<file path="src/rtl/modulo_captura_jogada.sv">
// -----------------------------------------------------------------------------
// modulo_captura_jogada
//
// Captures one "shot" (line/column/mode) of the battleship game from the board
// switches when the fire pushbutton is pressed, and hands it to the
// attack-matrix stage over a valid/ready handshake.
//
// Every asynchronous input goes through a 2-flop synchronizer. Both buttons are
// debounced by a counter that must see DB_CYCLES consecutive cycles of a new
// level before the stable level follows it. A press is the 1->0 transition of
// the stable level (buttons are active-low).
//
// Ports
//   clk         system clock, all state on rising edge
//   clr         asynchronous active-low reset
//   button_clk  raw fire pushbutton, active-low
//   button_clr  raw clear pushbutton, active-low
//   hh1[1:0]    mode switches
//   hh2[5:0]    coordinate switches: [5:3] line, [2:0] column
//   shot_ready  downstream accepts the shot
//   shot_valid  captured shot available
//   shot_line   captured line 0..6
//   shot_col    captured column 0..4
//   shot_mode   captured hh1
//   err_coord   one-cycle pulse: out-of-board coordinate rejected
//   clr_pulse   one-cycle pulse: debounced clear press
//   shot_count  accepted shots, saturating at 15
// -----------------------------------------------------------------------------
module modulo_captura_jogada #(
    parameter int unsigned DB_CYCLES = 250000
) (
    input  logic       clk,
    input  logic       clr,
    input  logic       button_clk,
    input  logic       button_clr,
    input  logic [1:0] hh1,
    input  logic [5:0] hh2,
    input  logic       shot_ready,
    output logic       shot_valid,
    output logic [2:0] shot_line,
    output logic [2:0] shot_col,
    output logic [1:0] shot_mode,
    output logic       err_coord,
    output logic       clr_pulse,
    output logic [3:0] shot_count
);

    typedef enum logic [1:0] {
        IDLE,
        VALID,
        WAIT_REL
    } state_t;

    localparam int unsigned CNT_W   = 20;
    localparam logic [CNT_W-1:0] DB_LAST = CNT_W'(DB_CYCLES - 1);
    localparam logic [2:0] LINE_MAX = 3'd6;
    localparam logic [2:0] COL_MAX  = 3'd4;

    // Button vectors: bit 0 = fire, bit 1 = clear.
    logic [1:0] btn_meta;
    logic [1:0] btn_sync;
    logic [1:0] btn_stable;
    logic [1:0] btn_press;
    logic [1:0] hh1_meta;
    logic [1:0] hh1_sync;
    logic [5:0] hh2_meta;
    logic [5:0] hh2_sync;

    // -------------------------------------------------------------------------
    // Synchronizers
    // -------------------------------------------------------------------------
    // NOTE: flops use non-blocking assignments so every register samples the
    // value from before the edge; blocking here would collapse the two stages.
    // NOTE: button stages reset to the released level (1) so that leaving
    // reset with the buttons up can never look like a press.
    always_ff @(posedge clk or negedge clr) begin
        if (!clr) begin
            btn_meta <= 2'b11;
            btn_sync <= 2'b11;
            hh1_meta <= '0;
            hh1_sync <= '0;
            hh2_meta <= '0;
            hh2_sync <= '0;
        end else begin
            btn_meta <= {button_clr, button_clk};
            btn_sync <= btn_meta;
            hh1_meta <= hh1;
            hh1_sync <= hh1_meta;
            hh2_meta <= hh2;
            hh2_sync <= hh2_meta;
        end
    end

    // -------------------------------------------------------------------------
    // Debouncers, one per button
    // -------------------------------------------------------------------------
    for (genvar b = 0; b < 2; b++) begin : g_db
        logic [CNT_W-1:0] cnt;
        logic             stable;
        logic             stable_d;

        always_ff @(posedge clk or negedge clr) begin
            if (!clr) begin
                cnt      <= '0;
                stable   <= 1'b1;
                stable_d <= 1'b1;
            end else begin
                stable_d <= stable;
                if (btn_sync[b] == stable) begin
                    cnt <= '0;
                end else if (cnt == DB_LAST) begin
                    stable <= btn_sync[b];
                    cnt    <= '0;
                end else begin
                    cnt <= cnt + 1'b1;
                end
            end
        end

        assign btn_stable[b] = stable;
        // Press event is the cycle in which the stable level has just become 0.
        assign btn_press[b]  = stable_d & ~stable;
    end

    logic fire_stable;
    logic fire_press;
    logic clear_press;
    logic coord_ok;

    assign fire_stable = btn_stable[0];
    assign fire_press  = btn_press[0];
    assign clear_press = btn_press[1];
    assign coord_ok    = (hh2_sync[5:3] <= LINE_MAX) && (hh2_sync[2:0] <= COL_MAX);

    // -------------------------------------------------------------------------
    // Control FSM
    // -------------------------------------------------------------------------
    state_t state;
    state_t state_next;
    logic   capture;
    logic   reject;
    logic   transfer;

    always_ff @(posedge clk or negedge clr) begin
        if (!clr) state <= IDLE;
        else      state <= state_next;
    end

    // A transfer completes on the handshake even when a clear arrives in the
    // same cycle; the clear only overrides the next state and the count.
    assign transfer = (state == VALID) && shot_ready;

    // NOTE: every output of this block is given a default first, so no path
    // leaves a signal unassigned and no latch is inferred.
    always_comb begin
        state_next = state;
        capture    = 1'b0;
        reject     = 1'b0;
        if (clear_press) begin
            state_next = IDLE;
        end else begin
            unique case (state)
                IDLE: begin
                    if (fire_press) begin
                        if (coord_ok) begin
                            capture    = 1'b1;
                            state_next = VALID;
                        end else begin
                            reject     = 1'b1;
                            state_next = WAIT_REL;
                        end
                    end
                end
                VALID: begin
                    if (shot_ready) state_next = fire_stable ? IDLE : WAIT_REL;
                end
                WAIT_REL: begin
                    if (fire_stable) state_next = IDLE;
                end
                default: state_next = IDLE;
            endcase
        end
    end

    assign shot_valid = (state == VALID);

    // -------------------------------------------------------------------------
    // Shot fields, pulses and counter
    // -------------------------------------------------------------------------
    always_ff @(posedge clk or negedge clr) begin
        if (!clr) begin
            shot_line  <= '0;
            shot_col   <= '0;
            shot_mode  <= '0;
            err_coord  <= 1'b0;
            clr_pulse  <= 1'b0;
            shot_count <= '0;
        end else begin
            err_coord <= reject;
            clr_pulse <= clear_press;
            if (capture) begin
                shot_line <= hh2_sync[5:3];
                shot_col  <= hh2_sync[2:0];
                shot_mode <= hh1_sync;
            end
            if (clear_press) begin
                shot_count <= '0;
            end else if (transfer && (shot_count != 4'hF)) begin
                shot_count <= shot_count + 1'b1;
            end
        end
    end

endmodule

</file>
<file path="config.mk">
export PLATFORM = sky130hd
export DESIGN_NAME = modulo_captura_jogada
export DESIGN_NICKNAME = d
export VERILOG_FILES = /design/src/rtl/modulo_captura_jogada.sv
export SDC_FILE = /design/constraint.sdc
export NUM_CORES = 1
export LEC_CHECK = 0
export CORE_ASPECT_RATIO = 1.4
export CORE_UTILIZATION = 60
export CTS_BUF_LIST = sky130_fd_sc_hd__clkbuf_4
export DETAILED_ROUTE_END_ITERATION = 10
export GPL_TIMING_DRIVEN = 0
export PLACE_DENSITY_LB_ADDON = 0.12
export SLEW_MARGIN = 20
export SYNTH_ARGS = -nofsm -noshare
export SYNTH_HDL_FRONTEND = slang
export SYNTH_SLANG_ARGS = --single-unit
</file>
<file path="constraint.sdc">
create_clock -name clk -period 3.15 [get_ports clk]
set_input_delay 0.4725 -clock clk [delete_from_list [all_inputs] [get_ports clk]]
set_output_delay 0.4725 -clock clk [all_outputs]
set_load 0.01 [all_outputs]
</file>
==> summary.md <==
| Metric | Value |
|---|---|
| Status | complete, but fails checks |
| Failing checks | hold timing |
| Synth unique cells | 42 |
| Maximum vdd drop | 511 uV |
| Final WL | 5.69 mm |
| Net Sw Frac | 24.3% |
| Slew @ Worst Pin | 0.915 ns |
| Met1 WL | 2.37 mm |
| Clock slew at reported path FFs | 0.14 ns |
| Logic gate share of total power | 3.5% |
| Met3 wire len | 152 microns |
| Fraction of layout cells with a size suffix above 1 | 13.1% |
| Num rows | 31 |
| Sequential area share after synthesis | 59.7% |
| Clock Skews | 0.0112 ns |
| Post-Syn Instances | 293 |
| Maximum fanout along the worst path | 9 |
| F_max | 438 MHz |
| Dpl hpwl | 4.01 mm |
| Initial antenna violation count | 0 |
| Postcts setup bufs | 0 |
| Seq pwr share | 60.1% |
| Net Count, Synth | 309 |
| Clock group share of total power | 36.4% |
| Commonest non-fill, non-tap cell in the layout | dfrtp_1 |
| FF-to-FF Start | g_db[1].stable$_DFFE_PN1P_ |
| CTS resizes | 0 |
| Die height | 90.7 microns |
| Antenna Nets Post-Route | 0 |
| Initial Util | 63.9% |
| Metal2 WL | 2.97 mm |
| Worst R2R Setup Slack | 0.87 ns |
| GRT overflow | 0 |
| Num CTS Buffers | 9 |
| Critical path arrival | 2.60 ns |
| Worst Setup SP | g_db[1].stable$_DFFE_PN1P_ |
| Final #Nets | 348 |
| Post-Syn Area | 3370 sq um |
| Reg-to-reg endpoint | shot_mode[0]$_DFFE_PN0P_ |
| Final hold violation count | 2 |
| CTS Hold Buffers Added | 0 |
| Port Buffer Count | 27 |
| First-pass GRT wire length | 9.86 mm |
| Max Used Layer | met4 |
| Post-layout power | 1760 uW |
| Largest net degree at the start of global routing | 43 |
| Tcrit/Tclk final | 72.5% |
| Final Slew Violations | 0 |
| Die footprint | 5930 sq um |
| Sw power | 428 uW |
| Via count | 2254 |
| # DRC | 0 |
| Core area | 5280 sq um |
| WL/cell | 14.1 microns |
| Global Route Usage Sum | 21.8% |
| CTS tree | yes |
| Routability cong. | 0.894 |
| Register bit total from synthesis | 80 |
| Number of global-route vias before repair | 2253 |
| Drt first pass iters | 4 |
| Syn avg cell area | 11.5 sq um |
| Max Cap Violations | 0 |
| H-tree depth | 3 |
| P_int | 1330 uW |
| Ant diodes | 0 |
| Max-slew headroom | 38.4% |
| Final core utilization | 73.8% |
| Initial DRC count | 87 |
| Crit Path Category | register to register |
| I/O pin total | 28 |
| Root Driver | clkbuf_4 |
| Post-route setup slack | 0.867 ns |
| RSZ-0062 raised after global routing | false |
| Reg2Reg Depth | 6 |
| CP Launch Type | register |
| Longest Clk Path Bufs | 2 |
| Via/cell ratio | 5.59 |
| Syn-to-layout area delta | 15.5% |
| Critical Path Sink | shot_mode[0]$_DFFE_PN0P_ |
| CP required | 3.47 ns |
| Kind of end point of the critical path | register |
| P_leak | 0.00163 uW |
| Worst min-delay path class | input pin to asynchronous set/reset pin |
| Tmin final | 2.28 ns |
| Hold_ws | -0.00405 ns |
| Yosys warning total | 0 |
| Setup WS pre-CTS | 0.876 ns |
| Most frequent cells in the layout | 72 x dfrtp_1, 44 x nor2_1, 27 x xnor2_1 |
| # setup viols final | 0 |
| Clk sinks | 80 |
| Die Span X | 65.4 microns |
| Clock Latency Late Sink | 0.42 ns |
| PwrDens | 452 nW/um^2 |
cells by family after synthesis:
group / Yosys count / synth area share [%]
AND/OR/NAND/NOR: 119 / 18.1
AO/OA/AOI/OAI: 28 / 5.60
multiplexers: 11 / 4.49
buffers and inverters: 20 / 2.67
flip-flops: 80 / 59.7
XOR/XNOR: 32 / 8.31
adder cells (fa/ha/maj): 3 / 1.11
critical path, cell delays in order, from the launching register on:
cell and delay (ns):
dfstp_2 0.59, nor2b_1 0.06, buf_6 0.13, or4_4 0.42, or4_4 0.52, buf_6 0.17, mux2_4 0.30
state kept, by name, indices dropped and copies added (netlist names):
register,count
shot_count,4
clr_pulse,1
shot_col,3
btn_sync,2
err_coord,1
hh1_meta,2
fire_stable,1
state,2
g_db.stable,1
g_db.stable_d,2
shot_line,3
shot_mode,2
g_db.cnt,40
btn_meta,2
hh2_meta,6
hh2_sync,6
hh1_sync,2
area by class of cell:
cell class,count,area [sq um]
clock buffers,9,67.6
clock inverters,7,85.1
fillers,352,1380
well taps,66,82.6
repair buffers,28,288
multi-input cells,193,1270
plain buffers,7,41.3
inverters,13,48.8
flip-flops and latches,80,2010
how the worst min path moves through the flow:
stage,endpoint,slack (ns),cells after the start
6_report,shot_col[0]$_DFFE_PN0P_,-0.004,1
4_1_cts,shot_count[1]$_DFFE_PN0P_,0.007,1
3_3_place_gp,hh2_sync[3]$_DFF_PN0_,0.33,0
5_1_grt,shot_col[0]$_DFFE_PN0P_,0.02,1
3_5_place_dp,hh2_sync[0]$_DFF_PN0_,0.33,0
2_1_floorplan,clr_pulse$_DFF_PN0_,0.18,0
per-stage QoR:
| step | instances | TNS (ns) | hold WS (ns) | area (sq um) |
|---|---|---|---|---|
| 2_1_floorplan | 293 | 0 | 0.177 | 3370 |
| 3_3_place_gp | 386 | -76.69 | 0.332 | 3720 |
| 3_5_place_dp | 387 | 0 | 0.335 | 3740 |
| 4_1_cts | 403 | 0 | 0.00666 | 3890 |
| 5_1_grt | 403 | 0 | 0.0241 | 3890 |
| 6_report | 403 | 0 | -0.00405 | 3890 |
synthesized netlist by cell type, drive strengths merged:
cell	number	area share (%)
a21o	2	0.45
or4	5	1.3
a21boi	1	0.22
inv	13	1.4
or4b	1	0.30
dfrtp	72	53
nand4	11	2.0
or3	4	0.74
nor4	11	2.0
a311oi	1	0.26
nand3b	2	0.45
a21bo	1	0.30
a31oi	1	0.19
nand3	14	2.1
nor2b	1	0.19
clkbuf	5	0.56
mux2	9	3.9
and4	1	0.26
xor2	5	1.3
o41ai	1	0.26
nand2	9	1.0
and3	3	0.56
mux2i	2	0.59
o221ai	1	0.26
nand2b	2	0.37
ha	3	1.1
o21a	1	0.22
a31o	2	0.52
buf	2	0.67
dfstp	8	6.2
nor4b	2	0.52
o2111a	1	0.33
a211oi	3	0.67
xnor2	27	7.0
a21oi	6	0.89
nor2	44	4.9
o21ai	7	1.0
or2	1	0.19
nor3	8	1.2
per-layer routing:
| metal | global-route usage (%) | vias up |
|---|---|---|
| met2 | 36.8 | 51 |
| met5 | 0 | - |
| met1 | 25.2 | 1083 |
| met3 | 4.04 | 17 |
| met4 | 12.5 | 0 |
| li1 | - | 1103 |
power by group through the flow:
stage | Combinational, uW | Clock, uW | Sequential, uW
final | 61.4 | 640 | 1060
after floorplan | 20.5 | 0 | 1080
after global placement | 59.8 | 0 | 1080
after global routing | 69.6 | 698 | 1060
after detailed placement | 62.9 | 0 | 1080
after CTS | 63.4 | 657 | 1060
No activity file was read; power rests on OpenSTA's default activity.
